### src/rtl/lsu.sv
// Load/store unit: one outstanding RV32I load or store against a combinational-read data RAM.
// Request is checked for width, alignment and range on acceptance; faults skip the RAM entirely.
package lsu_pkg;
  typedef enum logic {
    MEM_LOAD  = 1'b0,
    MEM_STORE = 1'b1
  } mem_op_e;

  typedef enum logic [1:0] {
    RAM_MASK_W = 2'b00,
    RAM_MASK_B = 2'b01,
    RAM_MASK_H = 2'b10
  } ram_mask_e;
endpackage

module lsu
  import lsu_pkg::*;
#(
  parameter int ADDR_BITS = 14
) (
  input  logic        clk,
  input  logic        rst,
  input  logic        req_valid,
  output logic        req_ready,
  input  logic        req_store,
  input  logic [2:0]  req_funct3,
  input  logic [31:0] req_addr,
  input  logic [31:0] req_wdata,
  input  logic [4:0]  req_rd,
  output logic        resp_valid,
  input  logic        resp_ready,
  output logic [31:0] resp_rdata,
  output logic [4:0]  resp_rd,
  output logic        resp_fault,
  output logic [31:0] ram_addr,
  output logic [31:0] ram_wdata,
  output mem_op_e     ram_mem_op,
  output ram_mask_e   ram_mask,
  input  logic [31:0] ram_rdata
);

  typedef enum logic [1:0] {
    S_IDLE   = 2'b00,
    S_ACCESS = 2'b01,
    S_RESP   = 2'b10
  } state_e;

  state_e      r_state;
  logic        r_store;
  logic [2:0]  r_funct3;
  logic [31:0] r_ram_addr;
  logic [31:0] r_ram_wdata;
  ram_mask_e   r_ram_mask;
  logic        r_resp_valid;
  logic [31:0] r_resp_rdata;
  logic [4:0]  r_resp_rd;
  logic        r_resp_fault;

  logic        w_illegal;
  logic        w_misalign;
  logic        w_out_of_range;
  logic        w_fault;
  ram_mask_e   w_mask;
  logic [31:0] w_wdata_aligned;
  logic [31:0] w_load_data;

  always_comb begin
    w_illegal = (req_funct3 == 3'b011) || (req_funct3 == 3'b110) ||
                (req_funct3 == 3'b111) || (req_store && req_funct3[2]);
    w_misalign = ((req_funct3[1:0] == 2'b01) && req_addr[0]) ||
                 ((req_funct3[1:0] == 2'b10) && (req_addr[1:0] != 2'b00));
    w_out_of_range = (req_addr >> ADDR_BITS) != 32'd0;
    w_fault = w_illegal || w_misalign || w_out_of_range;
  end

  always_comb begin
    w_mask          = RAM_MASK_W;
    w_wdata_aligned = req_wdata;
    case (req_funct3[1:0])
      2'b00: begin
        w_mask          = RAM_MASK_B;
        w_wdata_aligned = {24'd0, req_wdata[7:0]};
      end
      2'b01: begin
        w_mask          = RAM_MASK_H;
        w_wdata_aligned = {16'd0, req_wdata[15:0]};
      end
      default: begin
        w_mask          = RAM_MASK_W;
        w_wdata_aligned = req_wdata;
      end
    endcase
  end

  // funct3[2] selects zero- versus sign-extension of the RAM's right-aligned data
  always_comb begin
    w_load_data = ram_rdata;
    case (r_funct3)
      3'b000:  w_load_data = {{24{ram_rdata[7]}}, ram_rdata[7:0]};
      3'b100:  w_load_data = {24'd0, ram_rdata[7:0]};
      3'b001:  w_load_data = {{16{ram_rdata[15]}}, ram_rdata[15:0]};
      3'b101:  w_load_data = {16'd0, ram_rdata[15:0]};
      default: w_load_data = ram_rdata;
    endcase
  end

  always_ff @(posedge clk) begin
    if (rst) begin
      r_state      <= S_IDLE;
      r_store      <= 1'b0;
      r_funct3     <= 3'd0;
      r_ram_addr   <= 32'd0;
      r_ram_wdata  <= 32'd0;
      r_ram_mask   <= RAM_MASK_W;
      r_resp_valid <= 1'b0;
      r_resp_rdata <= 32'd0;
      r_resp_rd    <= 5'd0;
      r_resp_fault <= 1'b0;
    end else begin
      case (r_state)
        S_IDLE: begin
          if (req_valid) begin
            r_store      <= req_store;
            r_funct3     <= req_funct3;
            r_resp_rd    <= req_rd;
            r_resp_rdata <= 32'd0;
            r_resp_fault <= w_fault;
            if (w_fault) begin
              r_state      <= S_RESP;
              r_resp_valid <= 1'b1;
            end else begin
              r_state     <= S_ACCESS;
              r_ram_addr  <= req_addr;
              r_ram_mask  <= w_mask;
              r_ram_wdata <= req_store ? w_wdata_aligned : 32'd0;
            end
          end
        end
        S_ACCESS: begin
          r_state      <= S_RESP;
          r_resp_valid <= 1'b1;
          r_resp_rdata <= r_store ? 32'd0 : w_load_data;
        end
        S_RESP: begin
          if (resp_ready) begin
            r_state      <= S_IDLE;
            r_resp_valid <= 1'b0;
          end
        end
        default: r_state <= S_IDLE;
      endcase
    end
  end

  // Gated by rst combinationally so a reset landing in the store cycle blocks the write
  assign ram_mem_op = (r_state == S_ACCESS && r_store && !rst) ? MEM_STORE : MEM_LOAD;
  assign req_ready  = (r_state == S_IDLE);
  assign ram_addr   = r_ram_addr;
  assign ram_wdata  = r_ram_wdata;
  assign ram_mask   = r_ram_mask;
  assign resp_valid = r_resp_valid;
  assign resp_rdata = r_resp_rdata;
  assign resp_rd    = r_resp_rd;
  assign resp_fault = r_resp_fault;

endmodule
### config.mk
export PLATFORM = sky130hd
export DESIGN_NAME = lsu
export DESIGN_NICKNAME = d
export VERILOG_FILES = /design/src/rtl/lsu.sv
export SDC_FILE = /design/constraint.sdc
export NUM_CORES = 1
export LEC_CHECK = 0
export CORE_UTILIZATION = 41
export DETAILED_ROUTE_END_ITERATION = 16
export PLACE_DENSITY_LB_ADDON = 0.08
export SLEW_MARGIN = 20
export SYNTH_ARGS = -nofsm -noshare
export SYNTH_HDL_FRONTEND = slang
export SYNTH_SLANG_ARGS = --single-unit
### constraint.sdc
create_clock -name clk -period 2.4 [get_ports clk]
set_clock_uncertainty 0.15 [all_clocks]
set_input_delay 0.6 -clock clk [delete_from_list [all_inputs] [get_ports clk]]
set_output_delay 0.6 -clock clk [all_outputs]
set_load 0.005 [all_outputs]
# Word level (Yosys, flattened, before mapping)

Index checks and enable logic that the tools add are counted.

Eq/ne operators: 13
Multiplexer cells: 16
Reductions and logical operators: 24
Bitwise gates (word level): 1

Operators with widths:

| kind                                                                   | number |
|---|---|
| 32-bit one-hot mux with 2 select lines                                 | 2 |
| 32-bit one-hot mux with 4 select lines                                 | 1 |
| 32-bit 2-to-1 mux                                                      | 3 |
| 32-bit nonzero test                                                    | 1 |
| 3-bit equality test (second input constant)                            | 4 |
| 1-bit logical OR                                                       | 6 |
| 2-bit 2-to-1 mux                                                       | 3 |
| 2-bit one-hot mux with 3 select lines                                  | 1 |
| 2-bit AND reduction                                                    | 3 |
| 1-bit logical AND                                                      | 5 |
| 2-bit by 1-bit equality test with 1-bit output (second input constant) | 2 |
| 2-bit equality test (second input constant)                            | 2 |
| 2-bit zero test                                                        | 2 |
| 1-bit 2-to-1 mux                                                       | 4 |
| 2-bit != test (second input constant)                                  | 2 |
| 2-bit one-hot mux with 2 select lines                                  | 1 |
| 4-bit AND reduction                                                    | 1 |
| 2-bit nonzero test                                                     | 2 |
| 3-bit by 1-bit equality test with 1-bit output (second input constant) | 1 |
| 3-bit by 2-bit equality test with 1-bit output (second input constant) | 1 |
| 3-bit zero test                                                        | 1 |
| 1-bit one-hot mux with 3 select lines                                  | 1 |
| 3-bit AND reduction                                                    | 1 |
| 3-bit nonzero test                                                     | 1 |
| other kinds (3)                                                        | 3 |

Bits in registers: 111

# Logic depth before layout (Yosys ltp)

Word-level depth: 9
Depth in mapped cells: 6

# Worst setup path before layout

No wires, ideal clock.

Path type: input to register
Start point: input port req_addr[23]
End point: register r_ram_mask[0] (netlist: ram_mask[0])
Cell stages on the path: 5
Slack: 0.182 ns
Data required time: 2.127 ns
Arrival: 1.945 ns
Path through: nor4_1 -> nand4_1 -> nor4_2 -> buf_4 -> mux2_1

Longest elaborated chain between the ends: 4

RTL lines:

| element                              | line | source |
|---|---|---|
| from (decl)                          | 27   | `input logic [31:0] req_addr,` |
| 32-bit nonzero test                  | 72   | `w_out_of_range = (req_addr >> ADDR_BITS) != 32'd0;` |
| 1-bit logical OR                     | 73   | `w_fault = w_illegal \|\| w_misalign \|\| w_out_of_range;` |
| 1-bit NOT (no source line)           | n/a  |  |
| 3-bit AND reduction (no source line) | n/a  |  |
| to (signal assigned)                 | 134  | `r_ram_mask <= w_mask;` |
| to (decl)                            | 53   | `ram_mask_e r_ram_mask;` |

Every way passes these cells.
A chain may end at the register's enable or synchronous reset.

# Final worst setup path

Start point: input port req_addr[31]
End point: register r_ram_wdata[11] (netlist: ram_wdata[11])

Longest elaborated chain between the ends: 4

RTL lines:

| element                              | line | source |
|---|---|---|
| 32-bit nonzero test                  | 72   |  |
| 1-bit logical OR                     | 73   |  |
| 1-bit NOT (no source line)           | n/a  |  |
| 3-bit AND reduction (no source line) | n/a  |  |
| to (signal assigned)                 | 135  | `r_ram_wdata <= req_store ? w_wdata_aligned : 32'd0;` |
| to (decl)                            | 52   | `logic [31:0] r_ram_wdata;` |

Every way passes these cells.

==> flow_summary_export.csv <==
group,metric,value,unit
run_status,status,"finished, final reports clean",
hold_path,hold_path.class,"flip-flop to flip-flop",
setup_path,worstPathArrival,2.40,ns
sta,rsz0062_at_grt,"false",
global_routing,track_usage,20.7,%
synthesis,syn_area,4430,um2
global_routing,gr-total-overflow,0,
sta,fin_tns_setup,0,ns
pwr,switchingPower,0.829,mW
clocking,clk_pin_slew_worst_paths,0.11,ns
synthesis,ys.warnings.count,0,
clocking,clockRootBuffer,"clkbuf_8",
final_layout,fin_util,68.1,%
synthesis,ys_ff_latch,111,
pwr,pwr-share-comb,11.2,%
clocking,numCtsBuffers,9,
pwr,p_leak,2.43,nW
final_layout,fillers,856,
place,dp_slack,-0.393,ns
route,via_per_inst,4.92,
setup_path,path_cells,"clkdlybuf4s50_1 > nor4_1 > nand4_1 > nor4_4 > buf_4 > buf_12 > mux2i_1",
sta,min_period_over_period,93.9,%
floorplanning,die_h,106,um
floorplanning,start_util,42.5,%
global_routing,grt_max_degree,83,
final_layout,diodes,0,
sta,hold_viol_final,0,
route,drc,0,
global_routing,grt_pass1_wl,18.8,mm
place,io_buffers,215,
route,num_vias,4057,
clocking,post_cts_buffers,0,
setup_path,critPathMaxStageDelay,0.40,ns
sta,worst_pin_slew,0.645,ns
route,drt_wl_total,11.9,mm
floorplanning,die_w,106,um
route,wire_per_inst,14.4,um
synthesis,synth_area_leader_cell,"dfxtp_1",
sta,finalMaxSlewViolations,0,
sta,fmax,0.444,GHz
clocking,hold_buffers,0,
pwr,power_frac_seq,54.4,%
final_layout,drive_above_1_share,7.56,%
final_layout,regArea,2220,um2
setup_path,end_kind,"flip-flop",
clocking,htree_levels,3,
clocking,cts.sinks,111,
final_layout,final_cell_mix,"clkdlybuf4s50_1, dfxtp_1, nand2b_1",
final_layout,stdcell_count,824,
setup_path,worstPathMaxFanout,19,
sta,slew_headroom,57.0,%
floorplanning,ios,216,
final_layout,nNetsFinal,792,
floorplanning,rows,37,
clocking,clkLatencyLatePin,0.36,ns
route,antenna_left,0,
final_layout,layout_commonest_cell,"clkdlybuf4s50_1",
place,hpwl,8.54,mm
final_layout,multiInputGateArea,2060,um2
clocking,cts_buffer_depth,2,
floorplanning,core_area,10400,um2
pwr,swShare,24.2,%
place,place_congestion,0.753,
route,drtIter0Drc,185,
setup_path,startpoint_type,"primary input",
synthesis,synth_top_area_share,50.2,%
clocking,tritoncts,"done",
final_layout,areaGrowthSynthToFinish,60.4,%
sta,timing.final.ws_setup,0.147,ns
sta,finalSetupViolations,0,
synthesis,synthTopCellsByArea,"dfxtp_1, nand2b_1, mux2i_1, nand2_1, nor3b_1",
run,maxCapViolations,0,
synthesis,netlist-cell-type-count,33,
setup_path,slowest_stage,"clkdlybuf4s50_1",
setup_path,worstPathRequired,2.54,ns
setup_path,path_class,"primary input to flip-flop",
pwr,power.density,483,nW/um2
synthesis,synthCells,468,
pwr,total_power,3.43,mW
pwr,power.internal,2.60,mW
synthesis,synth_seq_area_share,50.2,%
sta,fin_crit,2.25,ns
place,dp.cells,808,
synthesis,avgSynthCellArea,9.46,um2
global_routing,antenna_found_initial,0,
pwr,worst_ir_drop_vdd,0.355,mV
route,drt_first_pass_iters,4,
floorplanning,dieArea,11200,um2
pwr,pwr-share-clk,34.4,%
synthesis,syn_nets,577,
global_routing,grt_pass1_vias,3978,
==> synth_stat cells, drive strengths merged <==
master,n
a211oi,1
a21oi,26
a221oi,1
a22oi,8
a32oi,16
and2,1
and3b,1
buf,8
clkbuf,29
dfxtp,111
inv,2
mux2,1
mux2i,48
nand2,44
nand2b,77
nand3b,8
nand4,1
nor2,37
nor2b,2
nor3,2
nor3b,20
nor4,5
nor4bb,1
o21a,1
o21ai,11
o21bai,2
o31ai,1
or3b,2
or4b,1
==> critical path: cells and delay by family <==
kind	cells	cell delay, ns
AND/OR/NAND/NOR	3	0.81
buffers and inverters	3	0.80
multiplexers	1	0.19
==> logic make-up (layout without fill, tap and decap cells) <==
family          after synthesis  count (layout)  synth area share (%)
simple gates                202             202                  25.2
mux                          49              49                  11.1
flops                       111             111                  50.2
compound gates               67              67                  9.75
buf+inv                      39             259                  3.73
==> power groups by stage <==
stage               clock, mW  sequential (mW)  combinational, mW
floorplan                   0             1.91              0.134
detailed placement          0             1.91              0.384
finish                   1.18             1.87              0.385
CTS                      1.21             1.87              0.387
global placement            0             1.91              0.381
global route             1.29             1.87              0.416
==> metrics by stage <==
step / hold WS (ns) / cell area [um2]
finish: 0.313 / 7100
global route: 0.345 / 7100
CTS: 0.319 / 7090
detailed placement: 0.302 / 6880
global placement: 0.296 / 6880
floorplan: 0.294 / 4430
==> what timing repair did <==
item | in CTS | in global routing
setup endpoints to repair | 2 | 5
gates resized for setup | 3 | 1
pin swaps | 2 | 1
==> layout make-up <==
cell class / instances / area share [%]
Timing Repair Buffer: 241 / 34.1
Sequential cell: 111 / 31.3
Multi-Input combinational cell: 318 / 29.1
Tap cell: 136 / 2.40
Clock buffer: 9 / 1.75
Clock inverter: 7 / 1.25
Inverter: 2 / 0.106
==> path summary, 6_finish.rpt <==
check	start	end	slack [ns]	depth (start not counted)
worst max-delay path	req_addr[31]	ram_wdata[11]$_SDFFE_PP0P_	0.15	7
worst min-delay path	resp_rd[4]$_SDFFE_PP0P_	resp_rd[4]$_SDFFE_PP0P_	0.31	2
worst max register to register	r_state[1]$_SDFFE_PP0P_	ram_wdata[11]$_SDFFE_PP0P_	0.54	6
worst min register to register	resp_rd[4]$_SDFFE_PP0P_	resp_rd[4]$_SDFFE_PP0P_	0.31	2
==> sequential cells by signal, summed over array words and instances, names as in the netlist <==
register / count
ram_wdata: 32
resp_rdata: 32
r_funct3: 3
resp_fault: 1
ram_mask: 2
r_state: 2
r_store: 1
ram_addr: 32
resp_valid: 1
resp_rd: 5
==> per-layer routing <==
| layer | part of all wire [%] | GRT usage, % | up-vias |
|---|---|---|---|
| li1 | - | - | 2019 |
| met1 | 42 | 24.8 | 1892 |
| met2 | 48 | 35.4 | 128 |
| met3 | 6.9 | 5.46 | 18 |
| met4 | 2.2 | 7.64 | 0 |
| met5 | 0 | 0 | - |
Power figures use the tool's default switching activity.
==> RTL edit 1 (config.mk and constraints unchanged) <==
Encoding of `state_e`: now one-hot (3 bits for 3 states).
--- a/src/rtl/lsu.sv
+++ b/src/rtl/lsu.sv
@@ -41,6 +41,6 @@
 
-  typedef enum logic [1:0] {
-    S_IDLE   = 2'b00,
-    S_ACCESS = 2'b01,
-    S_RESP   = 2'b10
+  typedef enum logic [2:0] {
+    S_IDLE   = 3'b001,
+    S_ACCESS = 3'b010,
+    S_RESP   = 3'b100
   } state_e;
Formal check against the unedited RTL: no difference found for any inputs over 4 cycles, from zero or initial values and one cycle with rst high; so few cycles prove little.
==> RTL edit 1 against the unedited design <==
Design area is 1.1% higher; sequential cell count is 1 higher; combinational power is 12% higher; synthesized area is 4.0% higher; via count is 5.7% higher; cell count is 1.7% higher; routed wire length is 8.2% higher; die area is 4.0% higher; first-iteration DRC count is 17% higher; power is 2.1% higher; setup slack better by 16 ps; critical path depth is 4 lower.
==> RTL edit 1: results (changes against the unedited design) <==
status:
  status: "complete, no violations"
place:
  placed_cell_area_um2: 6940  # +0.95%
  dp_hpwl_mm: 9.16  # +7.3%
  place_inst: 822  # +1.7%
  gp_congestion: 0.757  # +0.49%
  io_buffers: 215  # unchanged
detailed_routing:
  num_vias: 4287  # +5.7%
  wl_per_cell_um: 15.3  # +6.4%
  vias_per_cell: 5.12  # +3.9%
  wl_met3_um: 798  # -2.7%
  dr.pass1.iters: 4  # unchanged
  first_iter_violations: 216  # +17%
  routed.top_layer: "met4"
  dr_wl_met2_mm: 6.25  # +8.8%
  wirelength_met1_mm: 5.38  # +6.8%
synth:
  synth_commonest_cells: "dfxtp_1 (112), nand2b_1 (50), nand2_1 (44), a21oi_1 (41), nor2_1 (39)"
  syn_inst: 485  # +3.6%
  synth_compound_area_share_pct: 13.9  # +4.1 points
  synth_area_leaders: "dfxtp_1 (49%), mux2i_1 (7.6%), nand2b_1 (6.8%), a21oi_1 (4.5%), nand2_1 (3.6%)"
  yosysSeqAreaShare_pct: 48.7  # -1.5 points
  ys_types: 40  # +21%
  synth_mux_area_share_pct: 7.61  # -3.5 points
  synth_fp_nets: 594  # +2.9%
critical_path:
  cp_max_fo: 2  # -17
  cp.arrival_ps: 1490  # -910 ps
sta:
  worst_pin_slew_ps: 690  # +45.0 ps
  fin_tns_setup_ps: 0  # unchanged
cells_and_area:
  nFillCells: 891  # +4.1%
  drive_gt1_share_pct: 8.60  # +1.0 points
  finalNetCount: 802  # +1.3%
clocking:
  cts.clk_slew.worst_paths_ps: 100
  post_cts_buffers: 0  # unchanged
  cts_made_buffers: 9  # unchanged
power_and_ir_drop:
  p_leak_nw: 2.45  # +1.1%
  irDropWorstVdd_uv: 297  # -16%
global_route:
  grt_pass1_vias: 4235  # +6.5%
  grt_start_max_net_pins: 68  # -18%
  grt_pass1_wl_mm: 20.3  # +7.7%
  grt.total_usage_pct: 22.0  # +1.4 points
==> RTL edit 1: critical path, cell delays in order (launching register included) <==
cell,delay [ps]
dfxtp_1,320
or3b_4,400
nor3b_2,160
clkdlybuf4s15_2,230
==> RTL edit 1: layer usage <==
| metal | global-route usage [%] | vias to the layer above |
|---|---|---|
| met1 | 26.4 | 2013 |
| li1 | - | 2107 |
| met4 | 11.5 | 0 |
| met2 | 36.9 | 139 |
| met5 | 0 | - |
| met3 | 4.70 | 28 |
==> RTL edit 1: final timing paths <==
path | startpoint | end | slack (ps) | depth (start not counted)
worst max-delay path | r_state[2]$_SDFFE_PP0P_ | ram_mem_op | 160 | 3
worst min-delay path | resp_rd[2]$_SDFFE_PP0P_ | resp_rd[2]$_SDFFE_PP0P_ | 310 | 2
worst max register to register | r_funct3[0]$_SDFFE_PP0P_ | resp_rdata[26]$_SDFFE_PP0P_ | 580 | 4
worst min register to register | resp_rd[2]$_SDFFE_PP0P_ | resp_rd[2]$_SDFFE_PP0P_ | 310 | 2
==> RTL edit 1: timing repair <==
item,in CTS,in global routing
resized for setup,4,2
setup endpoints to repair,1,2
cloned,0,0
==> RTL edit 1: layout make-up <==
class / count / share of cell area, %
Tap cell: 140 / 2.44
Timing Repair Buffer: 239 / 33.1
Sequential cell: 112 / 31.3
Clock buffer: 12 / 2.30
Multi-Input combinational cell: 331 / 30.2
Clock inverter: 4 / 0.715
==> RTL edit 1: kinds of logic after synthesis <==
group / count (synthesis)
and+or+nand+nor: 197
DFF: 112
AOI/OAI and AO/OA: 99
buffers and inverters: 42
muxes: 35
==> RTL edit 1: where the power goes <==
group	internal (W)	total, W	switching, W	leakage (nW)
registers	0.00187	0.00188	0.0000113	0.904
logic	0.000249	0.000430	0.000181	1.44
clock network	0.000569	0.00119	0.000619	0.109
==> RTL edit 1: metrics by stage <==
stage                     utilization (%)  setup slack (ps)
final                                65.9               163
after global routing                 65.9              83.1
after CTS                            65.8              15.1
after detailed placement             63.7              -377
after global placement               63.7              -213
after floorplan                         -               282
==> RTL edit 2 (same settings) <==
Without the edit above. Register the output `resp_fault` once more, cleared by the reset; this adds one clock of latency there. The other outputs are not delayed to match.
--- a/src/rtl/lsu.sv
+++ b/src/rtl/lsu.sv
@@ -163,3 +163,9 @@
   assign resp_rd    = r_resp_rd;
-  assign resp_fault = r_resp_fault;
+  always_ff @(posedge clk) begin
+    if (rst) begin
+      resp_fault <= '0;
+    end else begin
+      resp_fault <= r_resp_fault;
+    end
+  end
 
Behaviour: not the same (a bounded check fails within 4 cycles, from zero or initial values and one cycle with rst high).
==> RTL edit 2 against the unedited design <==
Sequential cell count up 1; critical path depth down 4; hold slack better by 0.70 ps; synthesized cell count up 1.5%; synthesized area up 2.5%; design area down 0.79%; routed wire length up 6.2%; setup slack worse by 44 ps; combinational power up 3%; die area up 2.5%; power down 2.8%; core utilization down 2.9 points; largest cell class unchanged; largest power group unchanged; highest routed layer unchanged.
==> RTL edit 2: results (changes against the unedited design) <==
status:
  status: "complete, no violations"
cells_and_area:
  finalNetCount: 790  # -0.25%
  finalNonFillerCells: 827  # +0.36%
  nFillCells: 910  # +6.3%
  drive_gt1_share_pct: 7.29  # -0.27 points
detailed_routing:
  wl_per_cell_um: 15.2  # +5.8%
  first_iter_violations: 220  # +19%
  num_vias: 4193  # +3.4%
min_path:
  hold_depth: 2  # unchanged
  min_to: "resp_rd[4]$_SDFFE_PP0P_"
synth:
  yosysSeqAreaShare_pct: 49.4  # -0.80 points
  synth_commonest_cells: "dfxtp_1 (112), nand2b_1 (49), nand2_1 (44), a21oi_1 (42), nor2_1 (35)"
  ys_types: 34  # +3.0%
  ys_async_sr_fraction_pct: 0  # unchanged
  syn_avg_cell_area_um2: 9.55  # +1.0%
  synth_area_leaders: "dfxtp_1 (49%), mux2i_1 (7.5%), nand2b_1 (6.8%), a21oi_1 (4.6%), nand2_1 (3.6%)"
  synth_fp_nets: 584  # +1.2%
power_and_ir_drop:
  irDropWorstVdd_uv: 353  # -0.52%
  p_leak_nw: 2.39  # -1.4%
critical_path:
  worst-r2r-setup-slack_ps: 610  # +70 ps
  cp_top_family: "buffers and inverters"
  critPathMaxStageDelay_ps: 560  # +160 ps
  cp.arrival_ps: 1550  # -850 ps
  crit_start: "r_state[0]$_SDFFE_PP0P_"
  worst_path_max_delay_cell: "clkdlybuf4s50_1"
  cp_max_fo: 7  # -12
  reg2reg_depth: 6  # unchanged
  r2r-end: "ram_wdata[2]$_SDFFE_PP0P_"
clocking:
  cts_buffer_depth: 2  # unchanged
  clk_latency_ps: 360  # about the same
  h-tree-depth: 3  # unchanged
place:
  dp_hpwl_mm: 9.06  # +6.0%
  place_inst: 810  # +0.25%
  gp_congestion: 0.756  # +0.36%
  placed_cell_area_um2: 6860  # -0.27%
sta:
  relSlewSlack_pct: 56.1  # -0.88 points
global_route:
  antenna_found_initial: 1  # +1
  grt_pass1_wl_mm: 19.8  # +5.3%
  grt_pass1_vias: 4015  # +0.93%
  grt_start_max_net_pins: 68  # -18%
  grt.total_usage_pct: 22.0  # +1.3 points
-- RTL edit 2: cell count changes after synthesis, moves of 3 or more --
cell / change
o31ai_1: +15
nand4_1: +14
a21oi_1: +16
mux2i_1: -14
nor4_4: +4
buf_8: +3
nor4_1: -3
and2_1: +18
nand2b_1: -28
nor3b_1: -18
-- RTL edit 2: per-layer routing --
layer  share of wire (%)  global-route usage, %  vias to the layer above
li1                    -                      -                     2073
met1                  42                   26.9                     1972
met2                  49                   37.1                      141
met3                 8.2                   6.81                        7
met4                0.72                   6.16                        0
met5                   0                      0                        -
-- RTL edit 2: cells by family (layout without fill, tap and decap cells) --
logic type	Yosys count	in the layout	synth area share, %
buffers and inverters	42	253	4.38
AO/OA/AOI/OAI	97	97	13.9
flip-flops	112	112	49.4
multiplexers	34	34	7.50
AND/OR/NAND/NOR	190	190	24.8
other	0	1	0
-- RTL edit 2: stage by stage --
step	hold slack [ps]	setup WS [ps]
3_5_place_dp	293	-214
2_1_floorplan	283	287
6_report	314	103
3_3_place_gp	291	-132
5_1_grt	340	13.6
4_1_cts	317	91.8
-- RTL edit 2: timing repair --
action,4_1_cts,5_1_grt
resized for setup,1,0
setup endpoints to repair,1,0
hold buffers,0,0
-- RTL edit 2: worst max path at each step --
stage	endpoint
after floorplan	ram_wdata[13]$_SDFFE_PP0P_
after global placement	resp_rdata[24]$_SDFFE_PP0P_
after detailed placement	resp_rdata[24]$_SDFFE_PP0P_
after CTS	req_ready
after global routing	req_ready
final	req_ready
-- RTL edit 2: power breakdown --
part / internal, W / switching [W]
registers: 0.00187 / 0.0000122
logic: 0.000233 / 0.000163
clock network: 0.000398 / 0.000656
-- RTL edit 2: worst min-delay path: cells and delay by family, from the launching register on --
kind,cells,cell delay (ps)
flip-flops,1,330
AND/OR/NAND/NOR,1,50
AO/OA/AOI/OAI,1,50
-- RTL edit 2: area by class of cell --
type                       count  area (um2)  share of cell area, %
inverter                       1        3.75                 0.0533
timing repair buffer         236        2330                   33.1
antenna                        1        2.50                 0.0355
tap                          140         175                   2.49
clock inverter                 6        51.3                  0.729
sequential                   112        2240                   31.8
clock buffer                  10         128                   1.81
multi-input combinational    321        2110                   30.0
